==> src/rtl/decoder_scan_sequencer_pkg.sv <==
// Shared types and constants for the decoder scan sequencer and its channel search helper.
package decoder_scan_sequencer_pkg;

   typedef enum logic {
      IDLE = 1'b0,
      SCAN = 1'b1
   } state_t;

   localparam int unsigned CODE_W = 3;
   localparam int unsigned NUM_CH = 8;
   localparam logic [NUM_CH-1:0] ALL_MASKED = 8'hFF;

endpackage

==> src/rtl/decoder_scan_sequencer_next_channel.sv <==
// Combinational search for the next / first unmasked channel of an 8-channel scan.
module scan_next_channel
   import decoder_scan_sequencer_pkg::*;
(
   input  logic [CODE_W-1:0] cur,
   input  logic [NUM_CH-1:0] mask,
   output logic [CODE_W-1:0] next,
   output logic [CODE_W-1:0] first,
   output logic              wrap,
   output logic              none
);

   // Walk from the top index down so the lowest qualifying channel is written last.
   always_comb begin
      next  = '0;
      first = '0;
      wrap  = 1'b1;
      none  = (mask == ALL_MASKED);
      for (int unsigned i = 0; i < NUM_CH; i++) begin
         if (!mask[NUM_CH-1-i]) begin
            first = CODE_W'(NUM_CH-1-i);
            if ((NUM_CH-1-i) > int'(cur)) begin
               next = CODE_W'(NUM_CH-1-i);
               wrap = 1'b0;
            end
         end
      end
   end

endmodule

==> src/rtl/decoder_scan_sequencer.sv <==
// Scan sequencer driving the {A,B,C} select of a 3-to-8 decoder with per-channel dwell,
// channel skipping, one-shot / continuous sweeps and a graceful stop.
module decoder_scan_sequencer
   import decoder_scan_sequencer_pkg::*;
#(
   parameter int unsigned DWELL_W = 8
) (
   input  logic               clk,
   input  logic               rst_n,
   input  logic               start,
   input  logic               mode,
   input  logic               stop,
   input  logic [DWELL_W-1:0] dwell,
   input  logic [NUM_CH-1:0]  skip_mask,
   output logic               A,
   output logic               B,
   output logic               C,
   output logic               sel_valid,
   output logic               busy,
   output logic               chan_strobe,
   output logic               sweep_done
);

   state_t              state, state_nxt;
   logic [CODE_W-1:0]   code, code_nxt;
   logic [DWELL_W-1:0]  cnt, cnt_nxt;
   logic [DWELL_W-1:0]  dwell_q, dwell_q_nxt;
   logic [NUM_CH-1:0]   mask_q, mask_q_nxt;
   logic                mode_q, mode_q_nxt;
   logic                stop_pend, stop_pend_nxt;
   logic                sel_valid_nxt, busy_nxt, sweep_done_nxt;

   logic [CODE_W-1:0]   cur_next, cur_first_unused;
   logic                cur_wrap, cur_none_unused;
   logic [CODE_W-1:0]   live_first, live_next_unused;
   logic                live_none, live_wrap_unused;

   // Two searches: stepping uses the latched mask, while sweep starts and continuous
   // wraps need the first channel of the live skip_mask sampled on that same edge.
   scan_next_channel u_cur (
      .cur   (code),
      .mask  (mask_q),
      .next  (cur_next),
      .first (cur_first_unused),
      .wrap  (cur_wrap),
      .none  (cur_none_unused)
   );

   scan_next_channel u_live (
      .cur   ('0),
      .mask  (skip_mask),
      .next  (live_next_unused),
      .first (live_first),
      .wrap  (live_wrap_unused),
      .none  (live_none)
   );

   always_ff @(posedge clk) begin
      if (!rst_n) state <= IDLE;
      else        state <= state_nxt;
   end

   always_ff @(posedge clk) begin
      if (!rst_n) begin
         code       <= '0;
         cnt        <= '0;
         dwell_q    <= '0;
         mask_q     <= '0;
         mode_q     <= 1'b0;
         stop_pend  <= 1'b0;
         sel_valid  <= 1'b0;
         busy       <= 1'b0;
         sweep_done <= 1'b0;
      end else begin
         code       <= code_nxt;
         cnt        <= cnt_nxt;
         dwell_q    <= dwell_q_nxt;
         mask_q     <= mask_q_nxt;
         mode_q     <= mode_q_nxt;
         stop_pend  <= stop_pend_nxt;
         sel_valid  <= sel_valid_nxt;
         busy       <= busy_nxt;
         sweep_done <= sweep_done_nxt;
      end
   end

   always_comb begin
      state_nxt      = state;
      code_nxt       = code;
      cnt_nxt        = cnt;
      dwell_q_nxt    = dwell_q;
      mask_q_nxt     = mask_q;
      mode_q_nxt     = mode_q;
      stop_pend_nxt  = stop_pend;
      sel_valid_nxt  = sel_valid;
      busy_nxt       = busy;
      sweep_done_nxt = 1'b0;
      unique case (state)
         IDLE: begin
            if (start) begin
               mode_q_nxt  = mode;
               dwell_q_nxt = dwell;
               mask_q_nxt  = skip_mask;
               if (live_none) begin
                  sweep_done_nxt = 1'b1;
               end else begin
                  code_nxt      = live_first;
                  cnt_nxt       = dwell;
                  sel_valid_nxt = 1'b1;
                  busy_nxt      = 1'b1;
                  state_nxt     = SCAN;
               end
            end
         end
         SCAN: begin
            if (stop) stop_pend_nxt = 1'b1;
            if (cnt != '0) begin
               cnt_nxt = cnt - DWELL_W'(1);
            end else if (!cur_wrap) begin
               code_nxt = cur_next;
               cnt_nxt  = dwell_q;
            end else begin
               sweep_done_nxt = 1'b1;
               // A stop arriving on the wrap edge itself still ends the scan here.
               if (mode_q && !stop_pend && !stop && !live_none) begin
                  dwell_q_nxt = dwell;
                  mask_q_nxt  = skip_mask;
                  code_nxt    = live_first;
                  cnt_nxt     = dwell;
               end else begin
                  state_nxt     = IDLE;
                  code_nxt      = '0;
                  sel_valid_nxt = 1'b0;
                  busy_nxt      = 1'b0;
                  stop_pend_nxt = 1'b0;
               end
            end
         end
      endcase
   end

   always_comb begin
      chan_strobe = (state == SCAN) && (cnt == '0);
      A           = code[2];
      B           = code[1];
      C           = code[0];
   end

endmodule

==> config.mk <==
export PLATFORM = sky130hd
export DESIGN_NAME = decoder_scan_sequencer
export DESIGN_NICKNAME = d
export VERILOG_FILES = /design/src/rtl/decoder_scan_sequencer_pkg.sv /design/src/rtl/decoder_scan_sequencer_next_channel.sv /design/src/rtl/decoder_scan_sequencer.sv
export SDC_FILE = /design/constraint.sdc
export NUM_CORES = 1
export LEC_CHECK = 0
export BUFFER_PORTS_ARGS = -buffer_cell sky130_fd_sc_hd__buf_4
export CORE_UTILIZATION = 40
export DETAILED_ROUTE_END_ITERATION = 12
export HOLD_SLACK_MARGIN = 0.06
export PLACE_DENSITY = 0.6
export SETUP_SLACK_MARGIN = 0.4
export SKIP_CTS_REPAIR_TIMING = 1
export SYNTH_ARGS = -nofsm -noshare
export SYNTH_HDL_FRONTEND = slang
export SYNTH_HIERARCHICAL = 1
export SYNTH_SLANG_ARGS = --single-unit
==> constraint.sdc <==
create_clock -name clk -period 4.55 [get_ports clk]
set_input_delay 0.6825 -clock clk [delete_from_list [all_inputs] [get_ports clk]]
set_output_delay 0.6825 -clock clk [all_outputs]
set_load 0.02 [all_outputs]
* Word-level counts from Yosys, hierarchy flattened
Index checks and enable logic that the tools add are counted.
Storage, ports and cells: bits in registers 32, bits of input ports 21, output and inout bits 7, logic and storage cells 118
Cells by class: add/sub/neg operators 1, order comparisons 7, equality and inequality tests 8, muxes and demuxes 78, bitwise gates (word level) 1, reductions and logical operators 14
Operators by type and width (number):
- $mux W8 | 12
- $mux W3 | 27
- $pmux W8 S2 | 3
- $mux W1 | 32
- $gt A3 B3 Y1 const A | 4
- $eq A8 B8 Y1 const B | 1
- $logic_not A8 Y1 | 1
- $ne A2 B2 Y1 const B | 4
- $reduce_bool A8 Y1 | 1
- $sub A8 B1 Y8 const B | 1
- $gt A2 B3 Y1 const A | 2
- $pmux W1 S2 | 3
- $pmux W3 S2 | 1
- $reduce_and A3 Y1 | 2
- $reduce_and A5 Y1 | 1
- $logic_and A1 B1 Y1 | 4
- $ne A2 B1 Y1 const B | 2
- $ne A4 B2 Y1 const B | 1
- $reduce_and A4 Y1 | 1
- $gt A1 B3 Y1 const A | 1
- $logic_not A1 Y1 | 3
- $reduce_and A2 Y1 | 1
- $not A1 Y1 | 1

* Depth between registers and ports, before layout
Gate-level depths: netlist (run 1).
depth in word-level cells 18, depth in mapped cells 11, gate-level depth less buffers 8

* By module
Netlist (run 1), hierarchy kept.
Modules (own cells, without submodules):
- decoder_scan_sequencer | times used 1, cells an instance 198, area each 1729.2 sq um, seq. area each 640.6 sq um
- scan_next_channel | times used 2, cells an instance 45, area each 250.2 sq um, seq. area each 0.0 sq um

* Worst setup path before layout (run 1)
Ideal clock, no wire load.
path type input port to flip-flop, from in skip_mask[1], to reg cnt[2], library setup time 0.114 ns, arrival 2.223 ns, required time 4.436 ns, setup slack 2.212 ns, cell stages on the path 7, buffers on the path 1, cells stage by stage nand4_1 > nor2_1 > or4b_1 > clkbuf_1 > a211oi_1 > a2111oi_0 > a2111oi_0
Between the ends: longest elaborated chain between the ends 5, elaborated cells on any way between the ends 6, classes of those cells 3 x eq/ne; 3 x reduce/logical
Ends and longest elaborated chain:
- start: declaration | RTL line decoder_scan_sequencer.sv:14 | input logic [NUM_CH-1:0] skip_mask,
- $eq A8 B8 Y1 (*) | RTL line decoder_scan_sequencer_next_channel.sv:18 | none = (mask == ALL_MASKED);
- named net live_none | RTL line decoder_scan_sequencer.sv:36 | logic live_none, live_wrap_unused;
- $logic_not A1 Y1 | RTL line decoder_scan_sequencer.sv:125 | if (mode_q && !stop_pend && !stop && !live_none) begin
- $logic_and A1 B1 Y1 | RTL line decoder_scan_sequencer.sv:125
- $ne A4 B2 Y1 (no line)
- $reduce_and A3 Y1 (no line) (*)
- end signal: assignment | RTL line decoder_scan_sequencer.sv:76 | cnt <= cnt_nxt;
- end: declaration | RTL line decoder_scan_sequencer.sv:26 | logic [DWELL_W-1:0] cnt, cnt_nxt;
Mark *: on every way through the listed nets, which the timed path passes. The rest lies on a longest branch. A chain may end at the register's enable or synchronous reset.

* Worst setup path in the final report (run 1)
from reg cnt[0], to out chan_strobe
Between the ends: longest elaborated chain between the ends 2
Ends and longest elaborated chain:
- $logic_not A8 Y1 | RTL line decoder_scan_sequencer.sv:143 | chan_strobe = (state == SCAN) && (cnt == '0);
- $logic_and A1 B1 Y1 | RTL line decoder_scan_sequencer.sv:143
- end: declaration | RTL line decoder_scan_sequencer.sv:20 | output logic chan_strobe,
Every way passes these cells.

==> results of run 1 <==
## worst max path at each step
stage                      start          end  slack (ns)
global placement    skip_mask[5]       cnt[2]        1.85
finish                    cnt[0]  chan_strobe        1.87
floorplan           skip_mask[1]       cnt[2]        2.21
detailed placement  skip_mask[5]       cnt[3]        1.82
global route              cnt[0]  chan_strobe        1.74
CTS                       cnt[0]  chan_strobe        1.87
## flip-flops by register name (all words and copies together) (netlist names)
signal      count
mask_q          7
mode_q          1
dwell_q         8
sweep_done      1
state           1
busy            1
cnt             8
code            3
stop_pend       1
## per-stage QoR
stage	power [mW]	cell area, um^2	utilization [%]	hold slack (ns)	instances
floorplan	0.482	1940	-	0.433	239
global placement	0.532	2130	47.3	0.448	304
detailed placement	0.531	2130	47.3	0.460	304
CTS	0.774	2230	49.5	0.467	312
global route	0.816	2230	49.5	0.493	312
finish	0.770	2230	49.5	0.462	312
## power by group through the flow
stage	Clock (mW)	Sequential (mW)	Combinational (mW)
after floorplan	0	0.324	0.158
after global placement	0	0.336	0.196
after detailed placement	0	0.335	0.196
after CTS	0.248	0.330	0.197
after global routing	0.263	0.335	0.219
final	0.242	0.330	0.198
## placed cells by master (no fill, tap or decap), types with 2 or more instances in the layout
master,n
sky130_fd_sc_hd__buf_4,30
sky130_fd_sc_hd__inv_1,13
sky130_fd_sc_hd__a31oi_1,5
sky130_fd_sc_hd__ha_1,2
sky130_fd_sc_hd__nor3_1,8
sky130_fd_sc_hd__o21ai_0,7
sky130_fd_sc_hd__a221oi_2,2
sky130_fd_sc_hd__nor3b_1,2
sky130_fd_sc_hd__clkbuf_8,7
sky130_fd_sc_hd__a211oi_1,4
sky130_fd_sc_hd__a21boi_0,3
sky130_fd_sc_hd__nor4_1,2
sky130_fd_sc_hd__a22oi_1,3
sky130_fd_sc_hd__nand2_1,39
sky130_fd_sc_hd__nor3b_2,2
sky130_fd_sc_hd__o22ai_1,3
sky130_fd_sc_hd__o221ai_1,4
sky130_fd_sc_hd__a21oi_1,13
sky130_fd_sc_hd__o31ai_1,3
sky130_fd_sc_hd__mux2i_1,17
sky130_fd_sc_hd__nand2b_1,4
sky130_fd_sc_hd__o21ai_1,2
sky130_fd_sc_hd__nand3_1,5
sky130_fd_sc_hd__nand4_1,2
sky130_fd_sc_hd__a311oi_1,3
sky130_fd_sc_hd__a2111oi_0,5
sky130_fd_sc_hd__nor2_1,12
sky130_fd_sc_hd__dfxtp_1,31
sky130_fd_sc_hd__nor2b_1,6
## worst max-delay path, delay by kind of cell, from the launching register on
kind,cells,cell delay [ns]
adders and majority gates,1,0.24
buffers and inverters,2,0.31
DFF,1,0.34
and+or+nand+nor,2,0.81
## layout make-up
type,count,area (um^2)
repair buffers,30,225
clock buffers,8,100
multi-input cells,178,1170
flip-flops and latches,31,621
well taps,52,65.1
fillers,471,2270
inverters,13,48.8
## metal layers
layer  part of all wire (%)  vias to the layer above  GRT usage [%]
li1                       -                      912              -
met1                     48                      841           27.4
met2                     44                       57           30.4
met3                    6.4                        6           5.77
met4                    1.2                        0           6.97
met5                      0                        -              0
==> results.txt, run 1 <==
----------------------------------------------------
[Timing]
  RSZ-0062 raised after global routing ... no
  TNS Setup ... 0 ns
  Worst-case setup margin in the final layout ... 1.87 ns
  Achievable Freq ... 373 MHz
  Share of the clock period used by the worst path after layout ... 58.9%
  Hold Violations, Final ... 0
  Slew at the pin with the worst max-slew slack ... 0.700 ns
  Final worst path period need ... 2.68 ns
  Normalized max-slew margin ... 53.1%
  Count of final max-slew check failures ... 0
  Final setup viols ... 0
  Setup clock skew after layout ... 0.00305 ns

[Synthesis]
  Synthesis Warnings ... 6
  Cell area after technology mapping ... 1940 um^2
  Instance count of the mapped netlist ... 239
  Syn Area/Cell ... 8.12 um^2
  Syn nets ... 262

[Place]
  Dpl hpwl ... 3.51 mm
  Count of port buffers added during placement ... 27
  Placer's final routability congestion estimate ... 0.875
  Dpl ws ... 1.82 ns

[Route]
  Post-detailed-routing wire length ... 4.88 mm
  Iteration count of the initial detailed-routing pass ... 4
  Via-per-instance ratio ... 5.82
  Count of antenna-violating nets left after detailed routing ... 0
  Number of DRC violations after detailed-routing iteration 0 ... 122
  Average routed wire per standard cell ... 15.6 um
  Via count of the routed design ... 1816
  DR DRC count ... 0

[Run status]
  Run status ... complete, no violations

[Setup path]
  Critical Path Slowest Stage Cell ... sky130_fd_sc_hd__or3b_2
  Worst EP required ... 3.87 ns
  Maximum fanout along the worst path ... 6
  Launch instance of the worst register-to-register path ... code[1]
  Startpoint Class ... register
  Critical path cell sequence ... inv_1, ha_1, or3b_2, nor3_4, buf_4
  Data arrival time of the critical path ... 2.00 ns
  Crit path largest cell delay ... 0.56 ns
  Start-to-end type of the worst setup path ... register to primary output
  Depth of the worst register-to-register path ... 7
  Worst reg2reg path endpoint ... cnt[3]
  Flop-to-flop setup slack ... 2.13 ns
  Type of destination of the critical path ... primary output

[GRT]
  Number of antenna violations at the first check in global routing ... 0
  Global-route wire length before repair ... 8.00 mm
  Sum of overflow across all layers after global routing ... 0
  Maximum number of pins on one net before global-route repair ... 40
  Total global-route track usage ... 20.1%
  Via count of the first global-routing pass ... 1675

[Clocking]
  Max H-tree Level ... 2
  Number of buffers created by CTS ... 5
  TritonCTS clock tree ... done
  Clk sink count ... 31
  CTS Buffer Depth ... 2
  CTS Root Buffer Type ... sky130_fd_sc_hd__clkbuf_8
  Clock slew at reported path FFs ... 0.07 ns
  Clock latency on the worst-skew pair ... 0.28 ns

[Worst hold path]
  Endpoint of the worst hold-timing path ... dwell_q[6]
  Instance count along the most critical hold path ... 2
  Min-delay src ... dwell_q[6]
  Worst min-delay path category ... register to register

[Final layout]
  Proportion of layout cells with a drive suffix above 1 ... 18.8%
  Growth of design area from synthesis to finish ... 14.8%
  Nets ... 282
  Antenna Cells ... 0

[Floorplan]
  Ports placed on the boundary ... 28
  Starting density of the core ... 43.1%
  Die extent in y ... 71.7 um
  Die footprint ... 5140 um^2
  Count of standard-cell rows ... 24
  Core Footprint ... 4500 um^2
  Horizontal extent of the die ... 71.7 um

[Pwr]
  Share of total power consumed by net switching ... 32.4%
  Power per standard cell area ... 345 nW/um^2
  NetSw ... 250 uW
  Worst voltage drop across the vdd grid ... 189 uV
  Power share of the sequential group ... 42.8%
  Part of the total power dissipated in the clock network ... 31.4%
  Cell internal power dissipation ... 520 uW
  Proportion of power drawn by combinational gates ... 25.8%
  Leak Pwr ... 0.899 nW

[Run]
  Max Cap Violations ... 0

----------------------------------------------------
(Power assumes the default switching activity.)
==> inputs of run 2 (changes only) <==
ABC_AREA = 1   (was default)
clock period = 2.55 ns   (was 4.55 ns; I/O delays follow)
==> run 2 against run 1 <==
Compared with the run above:
- the run now ends with DRC left
- synthesized cell count up 26%
- register-to-register slack got worse by 1.6 ns
- sequential share of layout area shrank 0.51 points
- clock skew fell by 0.00056 ns
- utilization is 1.7 points higher
- die area shrank 3.3%
- total power is 120% higher
- cell count up 24%
- via count increased by 9.9%
- critical path type unchanged
- critical endpoint unchanged
- largest cell class unchanged
- largest power group unchanged
- highest routed layer unchanged
==> results.txt, run 2 <==
----------------------------------------------------
[GRT]
  Maximum number of pins on one net before global-route repair ... 25
  Total global-route track usage ... 21.1%
  Via count of the first global-routing pass ... 1748
  Sum of overflow across all layers after global routing ... 0
  Number of antenna violations at the first check in global routing ... 0
  Global-route wire length before repair ... 8.17 mm

[Synthesis]
  Cell area after technology mapping ... 1880 um^2
  Synthesis Warnings ... 6
  Instance count of the mapped netlist ... 302
  Syn nets ... 325
  Syn Area/Cell ... 6.21 um^2

[Route]
  Count of antenna-violating nets left after detailed routing ... 0
  Via count of the routed design ... 1995
  Average routed wire per standard cell ... 13.1 um
  Number of DRC violations after detailed-routing iteration 0 ... 186
  Post-detailed-routing wire length ... 5.09 mm
  Iteration count of the initial detailed-routing pass ... 8
  Via-per-instance ratio ... 5.14
  DR DRC count ... 8

[Setup path]
  Critical Path Start ... cnt[0]
  Depth of the worst register-to-register path ... 13
  Critical Path Slowest Stage Cell ... sky130_fd_sc_hd__dfxtp_1
  Maximum fanout along the worst path ... 6
  Crit path largest cell delay ... 0.32 ns
  Start-to-end type of the worst setup path ... register to primary output
  Critical path buffer and inverter count ... 3
  Worst reg2reg path endpoint ... dwell_q[2]
  Flop-to-flop setup slack ... 0.56 ns
  Launch instance of the worst register-to-register path ... code[1]
  Data arrival time of the critical path ... 1.62 ns
  Type of destination of the critical path ... primary output
  Top delay family on crit path ... simple AND/OR/NAND/NOR gates
  Worst EP required ... 2.17 ns
  Startpoint Class ... register
  Top cell by count, worst path ... sky130_fd_sc_hd__nand2_1
  Critical path cell sequence ... inv_1, ha_1, nand2_1, nor2_4, nand2_1, inv_2, buf_4

[Clocking]
  Clock slew at reported path FFs ... 0.07 ns
  Number of buffers created by CTS ... 5
  CTS Root Buffer Type ... sky130_fd_sc_hd__clkbuf_8
  CTS Buffer Depth ... 2
  TritonCTS clock tree ... done
  Clock latency on the worst-skew pair ... 0.29 ns
  Clk sink count ... 31
  Max H-tree Level ... 2

[Final layout]
  Fillers ... 460
  Leading registers by flop count ... cnt: 8 flops, dwell_q: 8 flops, mask_q: 7 flops
  Commonest cells after routing, fill and taps aside ... sky130_fd_sc_hd__nand2_1 (75), sky130_fd_sc_hd__nor2_1 (58), sky130_fd_sc_hd__o21ai_0 (34)
  Growth of design area from synthesis to finish ... 21.3%
  Nets ... 358
  Most common cell after layout, fill and taps aside ... sky130_fd_sc_hd__nand2_1
  Finished layout cell area ... 2280 um^2
  Antenna Cells ... 0
  Proportion of layout cells with a drive suffix above 1 ... 17.3%

[Timing]
  Final setup viols ... 0
  Final worst path period need ... 2.00 ns
  Share of the clock period used by the worst path after layout ... 78.5%
  Worst-case setup margin in the final layout ... 0.548 ns
  TNS Setup ... 0 ns
  Setup clock skew after layout ... 0.00249 ns
  Count of final max-slew check failures ... 0
  Slew at the pin with the worst max-slew slack ... 0.633 ns
  RSZ-0062 raised after global routing ... yes
  Normalized max-slew margin ... 57.7%
  Achievable Freq ... 499 MHz
  Hold Violations, Final ... 0

[Run status]
  Run status ... complete, but fails checks
  Violated checks ... DRC

[Floorplan]
  Starting density of the core ... 42.2%
  Die footprint ... 4970 um^2
  Core Footprint ... 4440 um^2
  Die extent in y ... 70.5 um
  Count of standard-cell rows ... 24
  Ports placed on the boundary ... 28
  Horizontal extent of the die ... 70.5 um

[Worst hold path]
  Min-delay src ... mode
  Instance count along the most critical hold path ... 3
  Worst min-delay path category ... input pin to register
  Endpoint of the worst hold-timing path ... mode_q

[Place]
  Area after DPL ... 2110 um^2
  Dpl ws ... 0.270 ns
  Placer's final routability congestion estimate ... 0.826
  Dpl hpwl ... 3.60 mm
  Count of port buffers added during placement ... 27

[Pwr]
  Leak Pwr ... 1.10 nW
  Worst voltage drop across the vdd grid ... 407 uV
  Power per standard cell area ... 749 nW/um^2

[Run]
  Max Cap Violations ... 0

----------------------------------------------------
run 2: per-layer routing:
metal | routed length (um) | vias up | track usage, % | share of wire [%]
met5 | 0 | - | 0 | 0
met4 | 68 | 0 | 7.48 | 1.3
met3 | 298 | 8 | 4.33 | 5.9
met2 | 2200 | 55 | 31.9 | 43
met1 | 2530 | 902 | 29.5 | 50
li1 | - | 1030 | - | -
run 2: worst max-delay path by stage:
stage,to,slack [ns],cells past startpoint
3_3_place_gp,cnt[7],0.29,11
4_1_cts,dwell_q[5],0.45,11
6_report,chan_strobe,0.55,7
5_1_grt,cnt[7],0.39,12
3_5_place_dp,cnt[7],0.27,11
2_1_floorplan,mask_q[2],0.51,12
run 2: worst min-delay path, delay by kind of cell:
kind,cells,cell delay (ns)
buffers and inverters,1,0.08
and+or+nand+nor,2,0.13
run 2: through the flow:
stage / instances / hold WS (ns) / total power [mW] / util, %
2_1_floorplan: 302 / 0.441 / 1.08 / -
3_3_place_gp: 374 / 0.460 / 1.22 / 47.4
3_5_place_dp: 374 / 0.460 / 1.23 / 47.4
4_1_cts: 382 / 0.331 / 1.66 / 49.6
5_1_grt: 388 / 0.337 / 1.83 / 51.2
6_report: 388 / 0.334 / 1.70 / 51.2
run 2: power by group:
group / internal, mW / leakage (nW) / switching (mW) / total [mW]
clock: 0.246 / 0.0515 / 0.188 / 0.434
combinational: 0.240 / 0.790 / 0.393 / 0.633
sequential: 0.563 / 0.256 / 0.0741 / 0.637
total: 1.05 / 1.10 / 0.655 / 1.70
run 2: final cells by class:
| class | instances | area (um^2) | share of cell area [%] |
|---|---|---|---|
| repair buffers | 33 | 248 | 10.9 |
| well taps | 52 | 65.1 | 2.86 |
| clock buffers | 8 | 100 | 4.40 |
| flip-flops and latches | 31 | 622 | 27.3 |
| multi-input cells | 230 | 1110 | 48.9 |
| inverters | 34 | 128 | 5.61 |
==> inputs of run 3 (changes only) <==
ABC_AREA = 0   (was 1)
clock period = 1.96 ns   (was 2.55 ns; I/O delays follow)
==> run 3 against run 2 <==
Compared with the run above:
- the flow finishes with violations (setup timing)
- utilization rose by 11 points
- sequential share of layout area fell by 4.5 points
- sequential power rose by 19%
- cell area rose by 23%
- largest power group unchanged
==> results.txt, run 3 (synthesis results as in run 1) <==
----------------------------------------------------
[Clocking]
  CTS Root Buffer Type ... sky130_fd_sc_hd__clkbuf_8
  Number of buffers created by CTS ... 5
  Clk sink count ... 31
  CTS Buffer Depth ... 2
  Clock slew at reported path FFs ... 0.07 ns
  Clock latency on the worst-skew pair ... 0.29 ns
  TritonCTS clock tree ... done
  Max H-tree Level ... 2

[Floorplan]
  Die extent in y ... 71.7 um
  Starting density of the core ... 43.1%
  Core Footprint ... 4500 um^2
  Horizontal extent of the die ... 71.7 um
  Count of standard-cell rows ... 24
  Die footprint ... 5140 um^2
  Ports placed on the boundary ... 28

[Final layout]
  Nets ... 330
  Fillers ... 394
  Most common cell after layout, fill and taps aside ... sky130_fd_sc_hd__buf_4
  Growth of design area from synthesis to finish ... 44.3%
  Antenna Cells ... 0
  Finished layout cell area ... 2800 um^2
  Proportion of layout cells with a drive suffix above 1 ... 43.5%
  Commonest cells after routing, fill and taps aside ... sky130_fd_sc_hd__buf_4 (71), sky130_fd_sc_hd__nand2_1 (38), sky130_fd_sc_hd__dfxtp_1 (23)
  Leading registers by flop count ... cnt: 8 flops, dwell_q: 8 flops, mask_q: 7 flops
  Share of the core filled with cells in the final layout ... 62.2%
  Number of cells in the finished layout apart from fillers ... 360

[GRT]
  Number of antenna violations at the first check in global routing ... 0
  Sum of overflow across all layers after global routing ... 0
  Total global-route track usage ... 23.7%
  Via count of the first global-routing pass ... 1894
  Maximum number of pins on one net before global-route repair ... 22
  Global-route wire length before repair ... 9.35 mm

[Place]
  Dpl ws ... -0.155 ns
  Count of port buffers added during placement ... 27
  Area after DPL ... 2540 um^2
  Placer's final routability congestion estimate ... 0.888
  Number of instances in the placed design ... 348
  Dpl hpwl ... 4.12 mm

[Timing]
  Setup clock skew after layout ... 0.00444 ns
  Count of final max-slew check failures ... 0
  Final worst path period need ... 2.08 ns
  Hold Violations, Final ... 0
  Slew at the pin with the worst max-slew slack ... 0.507 ns
  RSZ-0062 raised after global routing ... yes
  Achievable Freq ... 481 MHz
  Worst-case setup margin in the final layout ... -0.118 ns
  Final setup viols ... 9
  Share of the clock period used by the worst path after layout ... 106%
  Normalized max-slew margin ... 66.1%

[Setup path]
  Start-to-end type of the worst setup path ... register to register
  Data arrival time of the critical path ... 2.28 ns
  Flop-to-flop setup slack ... -0.12 ns
  Top cell by count, worst path ... sky130_fd_sc_hd__buf_4
  Maximum fanout along the worst path ... 7
  Crit path largest cell delay ... 0.41 ns
  Startpoint Class ... register
  Critical path cell sequence ... o21ai_2, a21oi_2, nor2_2, nor3b_4, buf_6, buf_4, a41oi_2, or2_4, buf_4, a221oi_2
  Type of destination of the critical path ... register
  Worst EP required ... 2.16 ns
  Critical Path Slowest Stage Cell ... sky130_fd_sc_hd__dfxtp_4

[Worst hold path]
  Worst min-delay path category ... input pin to register

[Route]
  Count of antenna-violating nets left after detailed routing ... 0
  Number of DRC violations after detailed-routing iteration 0 ... 110
  Iteration count of the initial detailed-routing pass ... 4
  Via count of the routed design ... 2004
  DR DRC count ... 0
  Post-detailed-routing wire length ... 5.66 mm
  Via-per-instance ratio ... 5.57
  Average routed wire per standard cell ... 15.7 um

[Pwr]
  Power per standard cell area ... 690 nW/um^2
  Total power ... 1.93 mW
  Leak Pwr ... 1.18 nW
  Worst voltage drop across the vdd grid ... 479 uV

[Run status]
  Run status ... complete, but fails checks
  Violated checks ... setup timing

[Run]
  Max Cap Violations ... 0

----------------------------------------------------
run 3: changes by cell type in the layout (fill, tap and decap cells not counted), moves of 20 or more:
cell	delta
sky130_fd_sc_hd__o21ai_0	-29
sky130_fd_sc_hd__nor2_1	-48
sky130_fd_sc_hd__inv_1	-20
sky130_fd_sc_hd__nand2_1	-37
sky130_fd_sc_hd__buf_4	+38
run 3: stage by stage:
step / hold WS [ns] / TNS, ns
finish: 0.237 / -0.655
CTS: 0.235 / -1.43
global route: 0.264 / -1.95
global placement: 0.447 / -1.50
floorplan: 0.433 / -0.0587
detailed placement: 0.452 / -2.47
run 3: area by class of cell:
type                    instances  area [um^2]  share of cell area [%]
flip-flops and latches         31          638                    22.8
clock inverters                 1         5.00                   0.179
repair buffers                 78          621                    22.2
well taps                      52         65.1                    2.32
inverters                      13         51.3                    1.83
multi-input cells             178         1350                    48.0
clock buffers                   7         76.3                    2.72
run 3: power breakdown:
group | leakage [nW] | internal (mW) | switching, mW
Combinational | 0.881 | 0.335 | 0.351
Sequential | 0.259 | 0.690 | 0.0692
Clock | 0.0422 | 0.249 | 0.240
Total | 1.18 | 1.27 | 0.660
run 3: per-layer routing:
metal	GRT usage (%)	vias to the layer above	share of wire, %
li1	-	1017	-
met1	34.1	921	52
met2	34.7	55	43
met3	4.78	11	3.8
met4	9.15	0	1.8
met5	0	-	0
run 3: final timing paths:
kind / depth (start not counted) / to / from
worst max-delay path: 10 / cnt[7] / code[0]
worst min-delay path: 3 / mode_q / mode
worst max register to register: 10 / cnt[7] / code[0]
worst min register to register: 2 / dwell_q[6] / dwell_q[6]
run 3: worst max-delay path: cells and delay by family (launching register included):
kind / cells / cell delay, ns
flip-flops: 1 / 0.41
buffers and inverters: 3 / 0.43
AND/OR/NAND/NOR: 3 / 0.60
AO/OA/AOI/OAI: 4 / 0.56
